<file path="config.mk">
export PLATFORM = sky130hd
export DESIGN_NAME = hex_guess_scorer
export DESIGN_NICKNAME = d
export VERILOG_FILES = /design/src/rtl/hex_score_pkg.sv /design/src/rtl/hex_digit_sel.sv /design/src/rtl/hex_guess_scorer.sv
export SDC_FILE = /design/constraint.sdc
export NUM_CORES = 1
export LEC_CHECK = 0
export ABC_AREA = 1
export BUFFER_PORTS_ARGS = -buffer_cell sky130_fd_sc_hd__buf_2
export CORE_ASPECT_RATIO = 1.2
export CORE_MARGIN = 2
export CORE_UTILIZATION = 30
export CTS_CLUSTER_SIZE = 40
export DETAILED_ROUTE_END_ITERATION = 6
export SYNTH_ARGS = -nofsm -noshare
export SYNTH_HDL_FRONTEND = slang
export SYNTH_SLANG_ARGS = --single-unit
export TNS_END_PERCENT = 10
</file>
<file path="constraint.sdc">
create_clock -name clk -period 2.1 [get_ports clk]
set_clock_uncertainty 0.1 [all_clocks]
set_input_delay 0.315 -clock clk [delete_from_list [all_inputs] [get_ports clk]]
set_output_delay 0.315 -clock clk [all_outputs]
set_load 0.02 [all_outputs]
</file>
<file path="src/rtl/hex_score_pkg.sv">
// Shared types and constants for the hex guess scorer.
// Optional repeat-digit rejection is enabled by HEX_SCORE_DUP_CHECK_EN.
package hex_score_pkg;

  localparam int NUM_DIGITS = 4;
  localparam int DIGIT_W    = 4;
  localparam int CNT_W      = 3;
  localparam int SCORE_LAT  = 22;

  typedef enum logic [2:0] {
    S_IDLE,
    S_LOAD,
    S_EXACT,
    S_PARTIAL,
    S_DONE
  } state_t;

  function automatic logic has_dup(
    input logic [NUM_DIGITS*DIGIT_W-1:0] w
  );
    logic r;
    r = 1'b0;
    for (int i = 0; i < NUM_DIGITS; i++)
      for (int j = i + 1; j < NUM_DIGITS; j++)
        if (w[i*DIGIT_W +: DIGIT_W] ==
            w[j*DIGIT_W +: DIGIT_W])
          r = 1'b1;
    return r;
  endfunction

endpackage

</file>
<file path="src/rtl/hex_digit_sel.sv">
// Combinational nibble select: picks digit idx out of a
// four-digit hex word (digit 0 = least significant nibble).
module hex_digit_sel
  import hex_score_pkg::*;
(
  input  logic [NUM_DIGITS*DIGIT_W-1:0] word,
  input  logic [1:0]                    idx,
  output logic [DIGIT_W-1:0]            digit
);

  assign digit = word[{idx, 2'b00} +: DIGIT_W];

endmodule

</file>
<file path="src/rtl/hex_guess_scorer.sv">
// Scores a four-digit hex guess against the hidden code, one pair per cycle.
// Define HEX_SCORE_DUP_CHECK_EN to reject guesses with repeated digits.
module hex_guess_scorer
  import hex_score_pkg::*;
#(
  parameter int MAX_TRIES = 8,
  parameter int TRY_W     = 4
) (
  input  logic             clk,
  input  logic             reset,
  input  logic             start,
  input  logic             clear,
  input  logic [15:0]      guess,
  input  logic [15:0]      actual,
  output logic             busy,
  output logic             done,
  output logic [CNT_W-1:0] exact_cnt,
  output logic [CNT_W-1:0] partial_cnt,
  output logic [TRY_W-1:0] tries,
  output logic             win,
  output logic             game_over,
  output logic             dup_err
);

  localparam logic [TRY_W-1:0] TRY_MAX = TRY_W'(MAX_TRIES);
  localparam logic [CNT_W-1:0] ALL_HIT = CNT_W'(NUM_DIGITS);

  state_t           state, state_nx;
  logic [15:0]      g_q, a_q;
  logic [3:0]       mg, ma;
  logic [CNT_W-1:0] ex, pa;
  logic [3:0]       idx;
  logic             dup_q;
  logic             dup_now;
  logic [1:0]       sel_i, sel_j;
  logic [3:0]       g_i, a_i, a_j;
  logic [TRY_W-1:0] tries_nx;
  logic             win_nx;

`ifdef HEX_SCORE_DUP_CHECK_EN
  assign dup_now = has_dup(guess);
`else
  assign dup_now = 1'b0;
`endif

  // EXACT walks i on idx[1:0]; PARTIAL walks i on idx[3:2], j on idx[1:0]
  assign sel_i = (state == S_EXACT) ? idx[1:0] : idx[3:2];
  assign sel_j = idx[1:0];

  hex_digit_sel u_gi (.word(g_q), .idx(sel_i), .digit(g_i));
  hex_digit_sel u_ai (.word(a_q), .idx(sel_i), .digit(a_i));
  hex_digit_sel u_aj (.word(a_q), .idx(sel_j), .digit(a_j));

  assign tries_nx = (tries == TRY_MAX) ? tries : tries + 1'b1;
  assign win_nx   = (ex == ALL_HIT);

  always_ff @(posedge clk or negedge reset) begin
    if (!reset) state <= S_IDLE;
    else        state <= state_nx;
  end

  always_comb begin
    state_nx = state;
    unique case (state)
      S_IDLE:    if (start && !game_over) state_nx = S_LOAD;
      S_LOAD:    state_nx = dup_now ? S_DONE : S_EXACT;
      S_EXACT:   if (idx == 4'd3) state_nx = S_PARTIAL;
      S_PARTIAL: if (idx == 4'd15) state_nx = S_DONE;
      S_DONE:    state_nx = S_IDLE;
      default:   state_nx = S_IDLE;
    endcase
    if (clear) state_nx = S_IDLE;
  end

  always_ff @(posedge clk or negedge reset) begin
    if (!reset) begin
      g_q <= '0; a_q <= '0;
      mg <= '0; ma <= '0;
      ex <= '0; pa <= '0;
      idx <= '0; dup_q <= 1'b0;
      busy <= 1'b0; done <= 1'b0;
      exact_cnt <= '0; partial_cnt <= '0;
      tries <= '0; win <= 1'b0;
      game_over <= 1'b0; dup_err <= 1'b0;
    end else if (clear) begin
      busy <= 1'b0; done <= 1'b0;
      exact_cnt <= '0; partial_cnt <= '0;
      tries <= '0; win <= 1'b0;
      game_over <= 1'b0; dup_err <= 1'b0;
    end else begin
      // outputs trail the FSM by one cycle
      busy <= (state != S_IDLE);
      done <= 1'b0;
      unique case (state)
        S_LOAD: begin
          g_q <= guess; a_q <= actual;
          mg <= '0; ma <= '0;
          ex <= '0; pa <= '0;
          idx <= '0; dup_q <= dup_now;
          exact_cnt <= '0; partial_cnt <= '0;
          dup_err <= 1'b0;
        end
        S_EXACT: begin
          if (g_i == a_i) begin
            ex <= ex + 1'b1;
            mg[sel_i] <= 1'b1;
            ma[sel_i] <= 1'b1;
          end
          idx <= (idx == 4'd3) ? 4'd0 : idx + 4'd1;
        end
        S_PARTIAL: begin
          if (!mg[sel_i] && !ma[sel_j] && g_i == a_j) begin
            pa <= pa + 1'b1;
            mg[sel_i] <= 1'b1;
            ma[sel_j] <= 1'b1;
          end
          idx <= idx + 4'd1;
        end
        S_DONE: begin
          done <= 1'b1;
          if (dup_q) begin
            dup_err <= 1'b1;
          end else begin
            exact_cnt <= ex;
            partial_cnt <= pa;
            tries <= tries_nx;
            win <= win | win_nx;
            game_over <= game_over | win_nx
                       | (tries_nx == TRY_MAX);
          end
        end
        default: ;
      endcase
    end
  end

endmodule

</file>
-- Word level (Yosys, flattened, before mapping)
Index checks and enable logic that the tools add are counted.
- register bits after elaboration: 68
- latch bits: 0
- bits in writable memories: 0
- memory bits (read-only): 0
- bits of input ports: 36
- output and inout bits: 15
- word-level logic and storage cells: 115
- memories: 0
- add/subtract/negate cells: 4
- $mul: 0
- div/mod/pow operators: 0
- order comparisons: 4
- eq/ne operators: 17
- shift operators: 3
- multiplexer cells: 42
- bitwise logic cells: 7
- reduce and logical (&&, ||, !) cells: 22
- operators by type and width (cell ; number):
    variable part select 16 x 5 -> 4 bit ; 3
    case mux 4 bit (3 select lines) ; 3
    2-to-1 mux 4 bit ; 8
    2-to-1 mux 3 bit ; 8
    case mux 3 bit (2 select lines) ; 4
    2-to-1 mux 1 bit ; 13
    == test 4 bit, second input constant ; 3
    OR 4 bit ; 3
    case mux 3 bit (4 select lines) ; 1
    AND reduction 3 bit ; 3
    nonzero test 3 bit ; 3
    adder 4 x 1 -> 4 bit, second input constant ; 2
    == test 4 bit ; 2
    adder 3 x 1 -> 3 bit, second input constant ; 2
    == test 3 x 2 -> 1 bit, second input constant ; 2
    == test 3 bit, second input constant ; 2
    < comparator 2 x 3 -> 1 bit, second input constant ; 2
    inequality test 3 bit, second input constant ; 2
    AND reduction 2 bit ; 3
    nonzero test 2 bit ; 3
    logical AND 1 bit ; 5
    binary-select mux 1 bit (select 2 bit) ; 2
    demux 1 bit (select 2 bit) ; 2
    == test 4 x 2 -> 1 bit, second input constant ; 1
    other kinds (11) ; 17

-- Longest topological paths before layout
Gate-level depths: netlist of the first run.
- depth after elaboration: 9
- mapped depth: 18
- gate-level depth less buffers: 17

-- By module
Synthesis of the first run repeated with hierarchy kept, for this count alone.
- cell total of the unflattened synthesis: 492
- area total of the unflattened synthesis: 4017.6 µm²
- modules (own cells, without submodules) (module ; times used ; cells each ; area each (µm²) ; sequential area each (µm²)):
    hex_guess_scorer ; 1 ; 351 ; 3428.3 ; 1676.6
    hex_digit_sel ; 3 ; 47 ; 196.4 ; 0.0

-- Worst setup path after synthesis of the first run
Ideal clock, no wire load.
- path kind: reg2reg
- start: register state[2]
- end: register ma[0]
- setup time: 0.117 ns
- data arrival time: 1.856 ns
- data required time: 1.883 ns
- setup slack: 0.026 ns
- stages on the path, launching flop included: 18
- path buffers: 1
- period minus slack after synthesis: 2.074 ns
- cells stage by stage: dfrtp_1 > inv_2 > nand2_4 > nor2_4 > nand2_1 > nand2_2 > buf_6 > nand3_1 > nand2_1 > nor2_1 > nand2_1 > nand2_1 > nor2_1 > nand3_2 > nand2_4 > nand3_4 > nand2_1 > nand2_1
- longest elaborated chain between the ends: 9
- elaborated cells between the ends (all ways): 25
- classes of those cells: order compare: 2; eq/ne: 7; shift: 2; mux: 7; bitwise: 1; reduce/logical: 6
- ends and longest elaborated chain (item ; RTL line ; text):
    start: declaration ; hex_guess_scorer.sv:28 ; state_t state, state_nx;
    start signal: assignment ; hex_guess_scorer.sv:59 ; else state <= state_nx;
    == test 3 x 2 -> 1 bit ; hex_guess_scorer.sv:47, hex_guess_scorer.sv:94 ;
    2-to-1 mux 2 bit ; hex_guess_scorer.sv:47 ; assign sel_i = (state == S_EXACT) ? idx[1:0] : idx[3:2];
    < comparator 2 x 3 -> 1 bit (not written as such) (tied with other cells) ; hex_guess_scorer.sv:107 ; ma[sel_i] <= 1'b1;
    logical AND 1 bit (not written as such) / 2-to-1 mux 1 bit (equally long branches) ; hex_guess_scorer.sv:107, hex_guess_scorer.sv:112 ;
    2-to-1 mux 1 bit (not written as such) / zero test 1 bit (equally long branches) ; hex_guess_scorer.sv:107, hex_guess_scorer.sv:112 ;
    demux 1 bit (select 2 bit) / logical AND 1 bit (equally long branches) ; hex_guess_scorer.sv:107, hex_guess_scorer.sv:112 ;
    OR 4 bit (no line) / logical AND 1 bit (equally long branches) ; -- ;
    2-to-1 mux 4 bit / inequality test 2 bit (equally long branches) ; -- ;
    case mux 4 bit (3 select lines) / AND reduction 4 bit (equally long branches) ; -- ;
    end signal: assignment ; hex_guess_scorer.sv:97 ; mg <= '0; ma <= '0;
    end signal: indexed assignment ; hex_guess_scorer.sv:107 ;
    end signal: indexed assignment ; hex_guess_scorer.sv:115 ; ma[sel_j] <= 1'b1;
    end: declaration ; hex_guess_scorer.sv:30 ; logic [3:0] mg, ma;
Several ways; a longest one is shown, not always the timed one. The select of a mux whose other input is x is not followed.
A chain may end at the register's enable or synchronous reset.

-- Final worst setup path of the first run
- start: register state[0]
- end: register ma[0]
The elaborated chain is that of the path after synthesis.

==> out/results.txt, run 1 <==
Status - complete, but fails checks
Failing checks - setup timing
Max Slew Vio Count - 0
Leak pwr - 2.805 nW
Vias per cell - 4.872
#FFs+latches synth - 67
Post-synth top area share - 41.33%
Remaining antenna violation count - 0
Die Wd - 110.2 um
Min-Delay Path Class - input pin to register
Crit end category - register
Synth area leaders - dfrtp_1 41%, nand2_1 15%, nor2_1 5.7%, nand3_1 5.7%, inv_1 5.4%
Synth Net Count - 588
First-pass GRT wire length - 17600 um
Min Tclk post-route - 2354 ps
Pwr per Cell Area - 1458 nW/um2
Via Count - 3966
DRC viols - 0
Initial antenna violation count - 0
Layout net count - 686
Type of origin of the critical path - register
Inserted Clock Buffers - 9
HPWL Detailed - 7394 um
Crit Path Category - register to register
Synth Warn # - 0
RD Place Congestion - 0.8666
Cell area after synthesis - 4056 um2
CTS Sinks - 67
Pin count of the biggest net entering global routing - 68
Final Cycle Share - 112.1%
Peak VDD IR - 0.0005884 V
Post-synth cell types - 33
I/O Buffers - 49
Initial Util - 30.64%
Pre-CTS setup slack - -186.4 ps
MaxCap Viol Count - 0
DRT Pass-1 Iters - 5
Hold Violations, Final - 0
Total GRT Usage - 15.28%
Cells after Synth - 543
Crit path DAT - 2480 ps
Area grow syn2layout - 36.03%
Share of layout cells above drive strength 1 - 31.11%
Die Y - 131.4 um
Dominant cell type by area after synthesis - dfrtp_1
Mean Syn Cell Area - 7.470 um2
Setup TNS - -3181 ps
FP Rows - 46
GRT Residual Overflow - 0
DRT Wirelength - 11190 um
CTS tree - yes
Setup ws final - -253.7 ps
Final setup violation count - 14
CTS root buf - clkbuf_16
Core area - 13240 um2
Ports - 51
Vias in the first global route - 3805
Cells after DPL - 779
Fmax - 0.4249 GHz
DRT iter0 DRCs - 247
WL per Instance - 13.75 um
Non-Filler Instances - 814
Clk pin slew, worst setup/hold paths - 50 ps
RSZ-0062 raised after global routing - yes
Sequential area share after synthesis - 41.33%
H-tree depth - 3
Die area - 14470 um2
Number of diodes - 0
FILL cells - 1343
Data required, critical path - 2220 ps
Clock buffer depth - 2
Worst-path fanout max - 8
Clk_lat worst skew - 340 ps
## layout by cell type (no fill, tap or decap), types with 5 or more instances in the layout
master	Yosys	routed
nand2_2	3	37
a31oi_1	7	7
nand2_1	158	122
nand3_1	46	42
buf_12	0	8
clkbuf_16	0	13
buf_2	3	49
nand4_1	11	11
xor2_1	6	6
nor2_4	1	5
dfrtp_1	67	66
mux2_2	8	8
nand2_4	7	9
o21ai_0	17	16
ha_1	9	9
inv_1	58	58
buf_4	3	38
nor2_1	62	58
a21oi_1	36	35
nor2_2	5	5
## Yosys cell counts
cell	number
nand3_2	1
a31oi_1	7
buf_4	3
nand2_1	158
conb_1	1
o22ai_1	2
nand3_4	2
buf_8	1
inv_4	1
o21ai_0	17
buf_6	6
a32o_1	3
xnor2_1	1
ha_1	9
nand2_4	7
dfrtp_1	67
nor2_2	5
buf_1	1
buf_2	3
xor2_1	6
inv_1	58
a21oi_1	36
mux2_2	8
inv_2	1
nor2_4	1
nand4_1	11
clkbuf_1	7
nor2_1	62
a32oi_1	3
nand2_2	3
o21ai_1	5
nand4_4	1
nand3_1	46
## where the power goes
group | switching, W | leakage [nW] | internal, W
Clock | 0.000571 | 0.145 | 0.000950
Sequential | 0.000273 | 0.829 | 0.00170
Combinational | 0.00267 | 1.83 | 0.00188
## layout make-up
type                            count  area (um2)  share of cell area (%)
Multi-Input combinational cell    399        2251                   40.79
Tap cell                          168       210.2                   3.810
Clock buffer                       10       239.0                   4.331
Inverter                           60       230.2                   4.172
Sequential cell                    67        1678                   30.41
Timing Repair Buffer              104       845.8                   15.33
Clock inverter                      6       63.81                   1.156
## sequential cells by signal, indices dropped and copies added (netlist names)
register,cells
a_q,16
g_q,16
idx,4
ma,4
mg,4
tries,4
ex,3
exact_cnt,3
pa,3
partial_cnt,3
state,3
busy,1
done,1
game_over,1
win,1
## timing repair
action | CTS | global route
resized for setup | 6 | 61
hold buffers | 1 | 0
endpoints found under the hold margin | 67 | 0
setup endpoints to repair | 14 | 14
pin swaps | 7 | 40
gates cloned | 3 | 6
setup buffers | 3 | 6
## critical path, cell delays in order, from the launching register on
cell and delay [ps]:
dfrtp_2 440, inv_4 110, nand3_4 150, nand2_4 150, nand2_8 100, buf_12 150, nand2_2 70, nand2_2 50
nand2_2 70, nand2_2 70, nand3_2 80, nand2_2 80, nor2_4 140, nand2_2 80, nand2_4 120, nand3_4 140
nand2_1 80, nand2_1 50
## worst paths after layout
check / startpoint / to / slack, ps / depth (start not counted)
min in group asynchronous: reset / tries[2] / 430 / 3
max in group asynchronous: reset / state[0] / 1170 / 3
hold reg to reg: mg[2] / mg[2] / 390 / 2
setup / recovery: state[0] / ma[0] / -250 / 17
hold / removal: actual[8] / a_q[8] / 110 / 2
setup reg to reg: state[0] / ma[0] / -250 / 17
## per-stage QoR
step           util [%]  cell area [um2]  power [W]  hold WS [ps]
6_report          41.68             5518   0.008044         112.1
5_1_grt           41.68             5518   0.008652         111.9
4_1_cts           38.81             5137   0.007264         105.5
3_5_place_dp      35.99             4765   0.005593         265.1
3_3_place_gp      35.99             4765   0.005541         262.6
2_1_floorplan         -             4056   0.004440        -80.59
## cell families after synthesis
| kind of cell | synth area share, % |
|---|---|
| other | 0.09245 |
| muxes | 2.221 |
| adders and majority gates | 2.776 |
| and+or+nand+nor | 32.82 |
| buffers and inverters | 9.315 |
| AOI/OAI and AO/OA | 9.932 |
| xor gates and xnor gates | 1.511 |
| DFF | 41.33 |
## routing by layer
layer / up-vias / routed length (um) / GRT usage, % / part of all wire [%]
met5: - / 0 / 0 / 0
li1: 1950 / - / - / -
met3: 32 / 564 / 3.522 / 5.0
met1: 1859 / 4642 / 19.29 / 41
met2: 125 / 5657 / 24.34 / 51
met4: 0 / 325 / 7.153 / 2.9
(Power assumes the default switching activity.)
==> run 2: changes to the inputs <==
--- a/config.mk
+++ b/config.mk
@@ -12,6 +12,8 @@
 export CORE_UTILIZATION = 30
 export CTS_CLUSTER_SIZE = 40
 export DETAILED_ROUTE_END_ITERATION = 6
+export HOLD_SLACK_MARGIN = 0.1
+export PLACE_DENSITY = 0.47
 export SYNTH_ARGS = -nofsm -noshare
 export SYNTH_HDL_FRONTEND = slang
 export SYNTH_SLANG_ARGS = --single-unit
==> run 2 against run 1 <==
  * The run still ends with setup timing left
  * Sequential cell count stayed put
  * Register-to-register slack better by 70 ps
  * Critical path depth is 1 lower
  * Sequential power hardly changed
  * Global-route usage hardly changed
  * Final cell count stayed put
  * Critical path type unchanged
  * Largest power group unchanged
==> out/results.txt, run 2 (synthesized netlist as in run 1, its figures left out) <==
Status - complete, but fails checks
Failing checks - setup timing
CTS tree - yes
Commonest cells after routing, fill and taps aside - 135 x nand2_1, 66 x dfrtp_1, 58 x inv_1, 57 x nor2_1, 49 x buf_2
Pin count of the biggest net entering global routing - 68
Max layer used - met4
DRT Wirelength - 10940 um
Type of origin of the critical path - register
Via Count - 3849
Inserted Clock Buffers - 9
WL met2 - 5472 um
Final Cycle Share - 108.6%
Min-Delay Path Class - input pin to register
Largest regs - a_q x16, g_q x16
Layout net count - 687
GRT Residual Overflow - 0
Die Y - 131.4 um
Setup ws final - -181.3 ps
Clk_lat worst skew - 340 ps
Peak VDD IR - 0.0006196 V
Routed wl met3 - 421 um
Ports - 51
Core area - 13240 um2
Max Slew Vio Count - 0
Commonest non-fill, non-tap cell in the layout - nand2_1
WL per Instance - 13.44 um
CTS root buf - clkbuf_16
DRC viols - 0
RSZ-0062 raised after global routing - yes
FP Rows - 46
Pwr per Cell Area - 1443 nW/um2
Initial antenna violation count - 0
Vias in the first global route - 3669
Share of layout cells above drive strength 1 - 28.33%
Final setup violation count - 14
First-pass GRT wire length - 17470 um
Crit path DAT - 2410 ps
DRT Pass-1 Iters - 4
H-tree depth - 3
Number of diodes - 0
Min Tclk post-route - 2281 ps
Power, Total - 0.007792 W
Hold Violations, Final - 0
DRT iter0 DRCs - 140
Die area - 14470 um2
Worst-path fanout max - 8
Die Wd - 110.2 um
I/O Buffers - 49
HPWL Detailed - 7716 um
Leak pwr - 2.767 nW
Min Hold Slack - 107.0 ps
Data required, critical path - 2230 ps
Fmax - 0.4384 GHz
RD Place Congestion - 0.8781
Area grow syn2layout - 33.16%
M1 WL - 4732 um
Clock buffer depth - 2
CTS Sinks - 67
Initial Util - 30.64%
Clk pin slew, worst setup/hold paths - 60 ps
MaxCap Viol Count - 0
Vias per cell - 4.729
Crit end category - register
Remaining antenna violation count - 0
Total GRT Usage - 15.29%
Crit Path Category - register to register
==> run 2: path summary, 6_finish.rpt <==
check | start | end | slack, ps | depth (start not counted)
max | state[0] | mg[3] | -180 | 16
min | guess[12] | g_q[12] | 110 | 2
max reg2reg | state[0] | mg[3] | -180 | 16
min reg2reg | mg[2] | mg[2] | 390 | 2
max in group asynchronous | reset | a_q[5] | 1160 | 3
min in group asynchronous | reset | tries[2] | 420 | 3
==> run 2: area by class of cell <==
| class | count | area, um2 |
|---|---|---|
| clock inverters | 4 | 75.07 |
| multi-input cells | 398 | 2182 |
| fillers | 1395 | 7836 |
| repair buffers | 106 | 785.8 |
| well taps | 168 | 210.2 |
| inverters | 60 | 227.7 |
| flip-flops and latches | 67 | 1678 |
| clock buffers | 11 | 242.7 |
==> run 2: through the flow <==
step / utilization (%) / area (um2) / setup TNS (ps) / instances / setup WS (ps)
finish: 40.80 / 5401 / -2091 / 814 / -181.3
global route: 40.80 / 5401 / -4185 / 814 / -342.3
CTS: 39.05 / 5170 / -1579 / 805 / -146.8
detailed placement: 35.99 / 4765 / -2684 / 784 / -224.4
global placement: 35.99 / 4765 / -2324 / 784 / -199.8
floorplan: - / 4056 / 0 / 543 / 26.30
==> run 2: what timing repair did <==
item / CTS / global route
gates resized for setup: 10 / 33
setup buffers: 2 / 4
hold buffers: 3 / 0
gates cloned: 1 / 5
pin swaps: 3 / 21
endpoints found under the hold margin: 69 / 0
setup endpoints to repair: 14 / 16
==> run 2: layer usage <==
layer  global-route usage (%)  vias to the layer above
met5                        0                        -
met4                    6.111                        0
met3                    3.522                       22
met2                    24.71                       99
met1                    19.45                     1784
li1                         -                     1944
==> run 2: worst max-delay path, stage by stage (launching register included) <==
cell       delay (ps)
dfrtp_1           400
inv_4             100
buf_4             130
nand4_4           130
nand2_8           160
clkbuf_16         160
nand3_1            70
nand2_1           110
nor2_2             50
nand2_1            70
nand2_2            70
nor2_4            100
nand3_2           100
nand2_4           140
nand3_4           140
nand2_2            90
nand2_1            40
==> run 2: power by group <==
group          internal (W)  total, W  leakage (nW)  switching [W]
Combinational       0.00171   0.00420          1.79        0.00249
Sequential          0.00170   0.00196         0.829       0.000265
Clock               0.00106   0.00163         0.148       0.000567
Total               0.00447   0.00779          2.77        0.00332
